[src/rtl/float_mult_pipe.sv]
// float_mult_pipe: 3-stage IEEE-754-style multiplier with RNE rounding, exceptions and valid/ready flow control
module float_mult_pipe #(
  parameter int EXP_W = 8,
  parameter int MAN_W = 23
) (
  input  logic                   clk,
  input  logic                   rst,
  input  logic                   in_valid,
  output logic                   in_ready,
  input  logic [EXP_W+MAN_W:0]   a,
  input  logic [EXP_W+MAN_W:0]   b,
  output logic                   out_valid,
  input  logic                   out_ready,
  output logic [EXP_W+MAN_W:0]   result,
  output logic [3:0]             flags
);
  localparam int P = MAN_W + 1;
  localparam int EW = EXP_W + 2;
  localparam logic [EW-1:0] BIAS = {3'b000, {(EXP_W-1){1'b1}}};
  localparam logic [EXP_W-1:0] EMAX = '1;
  logic stall;
  logic v1, v2;
  logic [EXP_W-1:0] ea, eb;
  logic [MAN_W-1:0] fa, fb;
  logic za, zb, ia, ib, na, nb;
  logic s1_sign, s1_nv, s1_inf, s1_zero;
  logic [EXP_W-1:0] s1_ea, s1_eb;
  logic [2*P-1:0] s1_prod;
  logic norm, g_n, r_n, st_n;
  logic [P-1:0] man_n;
  logic [EW-1:0] e_n;
  logic s2_sign, s2_nv, s2_inf, s2_zero, s2_g, s2_r, s2_s;
  logic [P-1:0] s2_man;
  logic [EW-1:0] s2_e;
  logic inc, ovf, unf;
  logic [P:0] sum;
  logic [EW-1:0] er;
  logic [MAN_W-1:0] frac;
  logic [EXP_W+MAN_W:0] res_n;
  logic [3:0] flg_n;
  assign stall = out_valid & ~out_ready;
  assign in_ready = ~stall;
  assign ea = a[EXP_W+MAN_W-1:MAN_W];
  assign eb = b[EXP_W+MAN_W-1:MAN_W];
  assign fa = a[MAN_W-1:0];
  assign fb = b[MAN_W-1:0];
  // subnormal inputs are flushed: any zero exponent counts as zero
  assign za = ~|ea;
  assign zb = ~|eb;
  assign ia = &ea & ~|fa;
  assign ib = &eb & ~|fb;
  assign na = &ea & |fa;
  assign nb = &eb & |fb;
  always_comb begin
    norm = s1_prod[2*P-1];
    man_n = norm ? s1_prod[2*P-1 -: P] : s1_prod[2*P-2 -: P];
    g_n = norm ? s1_prod[P-1] : s1_prod[P-2];
    r_n = norm ? s1_prod[P-2] : s1_prod[P-3];
    st_n = norm ? |s1_prod[P-3:0] : |s1_prod[P-4:0];
    e_n = {2'b00, s1_ea} + {2'b00, s1_eb} - BIAS + {{(EW-1){1'b0}}, norm};
  end
  always_comb begin
    inc = s2_g & (s2_r | s2_s | s2_man[0]);
    sum = {1'b0, s2_man} + {{P{1'b0}}, inc};
    frac = sum[P] ? sum[MAN_W:1] : sum[MAN_W-1:0];
    er = s2_e + {{(EW-1){1'b0}}, sum[P]};
    ovf = ~er[EW-1] & (er[EW-2:0] >= {1'b0, EMAX});
    unf = er[EW-1] | (er == '0);
    res_n = s2_nv ? {1'b0, EMAX, 1'b1, {(MAN_W-1){1'b0}}}
          : s2_inf ? {s2_sign, EMAX, {MAN_W{1'b0}}}
          : s2_zero ? {s2_sign, {(EXP_W+MAN_W){1'b0}}}
          : ovf ? {s2_sign, EMAX, {MAN_W{1'b0}}}
          : unf ? {s2_sign, {(EXP_W+MAN_W){1'b0}}}
          : {s2_sign, er[EXP_W-1:0], frac};
    flg_n = s2_nv ? 4'b1000
          : (s2_inf | s2_zero) ? 4'b0000
          : ovf ? 4'b0101
          : unf ? 4'b0011
          : {3'b000, s2_g | s2_r | s2_s};
  end
  always_ff @(posedge clk) begin
    if (rst) begin
      v1 <= 1'b0;
      v2 <= 1'b0;
      out_valid <= 1'b0;
      result <= '0;
      flags <= '0;
    end else if (~stall) begin
      v1 <= in_valid;
      v2 <= v1;
      out_valid <= v2;
      s1_sign <= a[EXP_W+MAN_W] ^ b[EXP_W+MAN_W];
      s1_nv <= na | nb | (ia & zb) | (za & ib);
      s1_inf <= ia | ib;
      s1_zero <= za | zb;
      s1_ea <= ea;
      s1_eb <= eb;
      s1_prod <= {{P{1'b0}}, 1'b1, fa} * {{P{1'b0}}, 1'b1, fb};
      s2_sign <= s1_sign;
      s2_nv <= s1_nv;
      s2_inf <= s1_inf;
      s2_zero <= s1_zero;
      s2_man <= man_n;
      s2_g <= g_n;
      s2_r <= r_n;
      s2_s <= st_n;
      s2_e <= e_n;
      result <= res_n;
      flags <= flg_n;
    end
  end
endmodule

[config.mk]
export PLATFORM = sky130hd
export DESIGN_NAME = float_mult_pipe
export DESIGN_NICKNAME = d
export VERILOG_FILES = /design/src/rtl/float_mult_pipe.sv
export SDC_FILE = /design/constraint.sdc
export NUM_CORES = 2
export LEC_CHECK = 0
export BUFFER_PORTS_ARGS = -buffer_cell sky130_fd_sc_hd__buf_2
export CORE_MARGIN = 2
export CORE_UTILIZATION = 55
export CTS_CLUSTER_SIZE = 25
export DETAILED_ROUTE_END_ITERATION = 6
export HOLD_SLACK_MARGIN = 0.06
export PLACE_DENSITY = 0.71
export REMOVE_ABC_BUFFERS = 1
export SYNTH_ARGS = -nofsm -noshare
export SYNTH_HDL_FRONTEND = slang
export SYNTH_SLANG_ARGS = --single-unit
[constraint.sdc]
create_clock -name clk -period 13 [get_ports clk]
set_clock_uncertainty 0.1 [all_clocks]
set_input_delay 2.6 -clock clk [delete_from_list [all_inputs] [get_ports clk]]
set_output_delay 2.6 -clock clk [all_outputs]
set_load 0.02 [all_outputs]
# ---- Yosys cells after proc, flatten, opt, wreduce, memory -nomap -nowiden
# Cells that the tools add are included.
dict set report classes {
  addsub 5
  multipliers 1
  div_mod_pow 0
  order_cmp 1
  eq_ne 0
  shifts 0
  mux 14
  n_bitwise 25
  n_reduce_logical 14
}
# cell n
set ops {}
lappend ops {{31-bit 2-to-1 mux} 4}
lappend ops {{24-bit by 24-bit multiplier with 48-bit output} 1}
lappend ops {{23-bit 2-to-1 mux} 2}
lappend ops {{23-bit OR reduction} 2}
lappend ops {{32-bit 2-to-1 mux} 1}
lappend ops {{24-bit by 1-bit adder with 25-bit output} 1}
lappend ops {{22-bit OR reduction} 1}
lappend ops {{21-bit OR reduction} 1}
lappend ops {{10-bit by 1-bit adder with 10-bit output} 2}
lappend ops {{8-bit AND reduction} 2}
lappend ops {{8-bit OR reduction} 2}
lappend ops {{1-bit bitwise OR} 11}
lappend ops {{10-bit logical NOT} 1}
lappend ops {{9-bit by 7-bit subtractor with 10-bit output (second input constant)} 1}
lappend ops {{8-bit by 8-bit adder with 9-bit output} 1}
lappend ops {{1-bit AND} 9}
lappend ops {{9-bit by 8-bit greater-or-equal comparator with 1-bit output (second input constant)} 1}
lappend ops {{3-bit 2-to-1 mux} 2}
lappend ops {{1-bit logical NOT} 4}
lappend ops {{4-bit 2-to-1 mux} 1}
lappend ops {{1-bit NOT} 4}
lappend ops {{1-bit 2-to-1 mux} 3}
lappend ops {{2-bit 2-to-1 mux} 1}
lappend ops {{2-bit AND reduction} 1}
lappend ops {{1-bit XOR} 1}
dict set report word_totals {
  reg_bits 148
  latch_bits 0
  mem_bits_rw 0
  mem_bits_ro 0
  inputBits 68
  out_inout_bits 38
  elab_cells 82
  memories 0
}

# ---- Logic depth before layout (Yosys ltp)
dict set report logic_depth {
  depth_word 12
  ltp_mapped 26
  depth_no_buf 24
}

# ---- Worst setup path after synthesis
# OpenSTA, ideal clock, no wires.
dict set report synth_path {
  kind {input port to flip-flop}
  start {input b[12]}
  end {register s1_prod[40], data pin}
  setup_time_ps 263
  arrival_time_ps 8725
  required_ps 12637
  slack_ps 3912
  cell_stages 26
  path_buffers 2
  path_cell_list {clkbuf_1 -> inv_1 -> nor2_1 -> fa_1 -> inv_1 -> fa_1 -> inv_1 -> fa_1 -> inv_1 -> fa_1 -> inv_1 -> fa_1 -> fa_1 -> inv_1 -> fa_1 -> inv_1 -> ha_1 -> buf_2 -> nand4_1 -> nor3_1 -> nor2_1 -> a41oi_1 -> a21oi_1 -> o41ai_1 -> a311oi_1 -> xnor2_1}
}
dict set report synth_via {
  elab_chain_len 1
}
# item line_no
set synth_lines {}
lappend synth_lines {{from (decl)} 11} ;# input logic [EXP_W+MAN_W:0] b,
lappend synth_lines {{24-bit by 24-bit multiplier with 48-bit output} 98} ;# s1_prod <= {{P{1'b0}}, 1'b1, fa} * {{P{1'b0}}, 1'b1, fb};
lappend synth_lines {{to (signal assigned)} 98}
lappend synth_lines {{to (decl)} 28} ;# logic [2*P-1:0] s1_prod;
# No other way between the ends.
# A chain may end at the register's enable or synchronous reset.

# ---- Worst setup path after layout
dict set report layout_path {
  start {input b[8]}
  end {register s1_prod[40], data pin}
}
# Same word-level chain as after synthesis.

==> run summary <==
Outcome: complete, no violations
Hold Path Sink: s2_sign
Crit-path most repeated cell: fa_1
Synthesized cell area: 25,100 µm²
Largest net degree at the start of global routing: 58
Unrepaired setup endpoints after global routing: false
Clk sink count: 148
Crit. path cell count: 25
Crit path required time: 13.08 ns
Clk slew on worst S/H paths: 0.07 ns
Max Slew Vio Count: 0
Setup TNS Final: 0 ns
DPL Wire Length: 50,000 µm
Fin crit share: 0.744
Top sig layer: met5
Die area: 47,300 µm²
CTS tree: yes
Top area cells in the synthesized netlist: fa_1 (39%), edfxtp_1 (13%), ha_1 (9.6%), inv_1 (9.0%), and2_1 (6.2%)
PostCTS Resize Cnt: 0
Via-to-Cell Ratio: 5.53
Startpoint Class: primary input
Initial Utilization: 0.555
Cell Rows: 78
Gr ovfl total: 0
Vias in the first global route: 19,200
Final setup fails: 0
Average wire per standard cell: 19.7 µm
Max Fclk: 103 MHz
Mean Syn Cell Area: 9.57 µm²
Routed wl met2: 29,100 µm
Die Wd: 218 µm
Std-Cell Core Area: 45,200 µm²
CP max FO: 18
ANT nets after route: 0
Max Cap Viol: 0
Buffers on Ports: 105
Yosys reg bits: 148
H-tree depth: 4
CTS buffer count: 17
Initial DRC count: 1,478
Met3 Routed Length: 5880 µm
Ports: 106
Synth-to-Final Area Change: 5.73%
Share of cells above drive strength 1: 0.0683
CTS Hold Bufs: 0
Initial DRT Pass Iterations: 7
Gr usage total: 0.284
Top FF cell, synth: edfxtp_1
# DRC: 0
Slowest-stage cell, CP: fa_1
Ys async rst share: 0
Library cells used by synthesis: 70
HP Class: register to register
Crit path arrival time: 9.75 ns
Buffers & Inverters on Critical Path: 8
Final Util: 0.587
FF-to-FF setup slack: 7.76 ns
Max incr delay on CP: 0.53 ns
Hold Fails Final Rpt: 0
Initial antenna violation count: 2
Global-route wire length before repair: 103,000 µm
Hold depth: 0
CP Class: primary input to register
Inserted Diodes: 0
Worst-margin pin slew: 0.833 ns
Setup Fix Bufs, Post-CTS: 0
Reg2reg start: s2_g
Clock buffer depth: 2
Gpl congestion: 0.958
Worst R2R Path Depth: 17
DR vias: 18,000
Largest delay share family, worst path: adder cells
Top cell type's share of synthesized area: 0.385
Warnings from Yosys: 0
Post-Syn Instances: 2,621
Reg2reg end: result[11]
Clock latency at the later pin of the worst-skew pair: 0.43 ns
Sequential area share after synthesis: 0.162
Root Buffer: clkbuf_16
Nets: 3,380
Worst Min Path Start: s1_sign
Min Tclk post-route: 9.67 ns
Die height: 218 µm
WL final: 64,100 µm
Cell taking the most area after synthesis: fa_1
Post-synth EDFFs: 109
M1 WL: 26,900 µm
Nature of the critical path endpoint: register
Max_slew headroom: 0.444
[sequential cells by signal (all words and copies together) (netlist names), 4 cells and up]
| signal | count |
|---|---|
| s1_eb | 8 |
| flags | 4 |
| s1_ea | 8 |
| s2_man | 24 |
| s2_e | 10 |
| result | 32 |
| s1_prod | 48 |
[layer usage]
metal | vias up | GRT usage
met5 | - | 0
met4 | 4 | 0.0954
met3 | 127 | 0.0688
met2 | 722 | 0.455
met1 | 9076 | 0.380
li1 | 8040 | -
[cell usage after synthesis, types with 3 or more instances]
cell      number
inv_1        602
a32o_1        13
xor2_1        30
fa_1         483
o21ai_1        9
o41ai_1        4
edfxtp_1     109
nor3_1         5
mux2_2        25
nand4_1       30
and4_1         8
and3_1        10
a31o_2         3
a21oi_1       61
o21ai_0       25
a22oi_1        3
o211ai_1       8
a21o_1        20
dfxtp_1       39
buf_1          3
a22o_1        11
a31oi_1        3
and2_1       249
o21a_1         5
a21boi_1       4
o221a_1        5
nor4_1        19
nor2b_1       11
nor2_1        83
or4_1          3
clkbuf_1     105
xnor2_1       41
nand2_1      315
nand3_1       13
o21bai_1      11
or2_2          3
nand2b_1       4
ha_1         192
a211oi_1      11
clkinv_1       3
[metrics by stage]
step / worst slack (ns) / hold slack, ns / cells / cell area (µm²)
6_report: 3.33 / 0.316 / 3250 / 26500
5_1_grt: 2.87 / 0.330 / 3250 / 26500
4_1_cts: 3.44 / 0.319 / 3250 / 26500
3_5_place_dp: 2.98 / 0.308 / 3218 / 26000
3_3_place_gp: 3.16 / 0.305 / 3218 / 26000
2_1_floorplan: 4.07 / 0.300 / 2508 / 24600
[cell families (layout without fill, tap and decap cells)]
family	after synthesis	in the layout	synth area share
and+or+nand+nor	765	765	0.152
xor gates and xnor gates	71	71	0.0248
DFF	148	148	0.162
muxes	26	26	0.0117
AOI/OAI and AO/OA	217	217	0.0599
adders and majority gates	675	675	0.481
buffers and inverters	719	748	0.108
[cell type report]
class	instances	area, µm²
Multi-Input combinational cell	1754	18300
Inverter	606	2270
Tap cell	600	751
Timing Repair Buffer	110	563
Fill cell	3867	18700
Clock buffer	19	443
Sequential cell	148	4050
Clock inverter	13	116
[worst register-to-register path, stage by stage (launching register included)]
cell	delay [ns]
edfxtp_1	0.40
and2_1	0.14
ha_1	0.24
and4_1	0.29
and2_1	0.19
and3_1	0.20
nand3_1	0.44
inv_2	0.27
ha_1	0.22
ha_1	0.25
and4_1	0.32
nand2_1	0.13
xor2_1	0.21
a41oi_2	0.22
o221ai_2	0.22
or2_4	0.33
nor3b_4	0.71
a32o_1	0.29
[layout by cell type (no fill, tap or decap), types with 8 or more instances in the layout]
cell type,netlist,final
a211oi_1,11,11
a21o_1,20,20
a21oi_1,61,61
a22o_1,11,11
a32o_1,13,13
and2_1,249,249
and3_1,10,10
and4_1,8,8
buf_2,2,105
clkbuf_16,0,17
dfxtp_1,39,39
edfxtp_1,109,109
fa_1,483,483
ha_1,192,192
inv_1,602,602
mux2_2,25,25
nand2_1,315,315
nand3_1,13,13
nand4_1,30,30
nor2_1,83,82
nor2b_1,11,11
nor4_1,19,19
o211ai_1,8,8
o21ai_0,25,25
o21ai_1,9,9
o21bai_1,11,11
xnor2_1,41,41
xor2_1,30,30
[how the worst max path moves through the flow]
stage	startpoint	to	slack [ns]
after detailed placement	b[8]	s1_prod[40]	2.98
after global routing	b[8]	s1_prod[40]	2.87
final	b[8]	s1_prod[40]	3.33
after global placement	b[8]	s1_prod[40]	3.16
after CTS	b[8]	s1_prod[40]	3.44
after floorplan	b[12]	s1_prod[40]	4.07
Power is left out: the tool's default activity adds up to more than one toggle a clock period on the data nets, which glitch-free logic cannot reach.
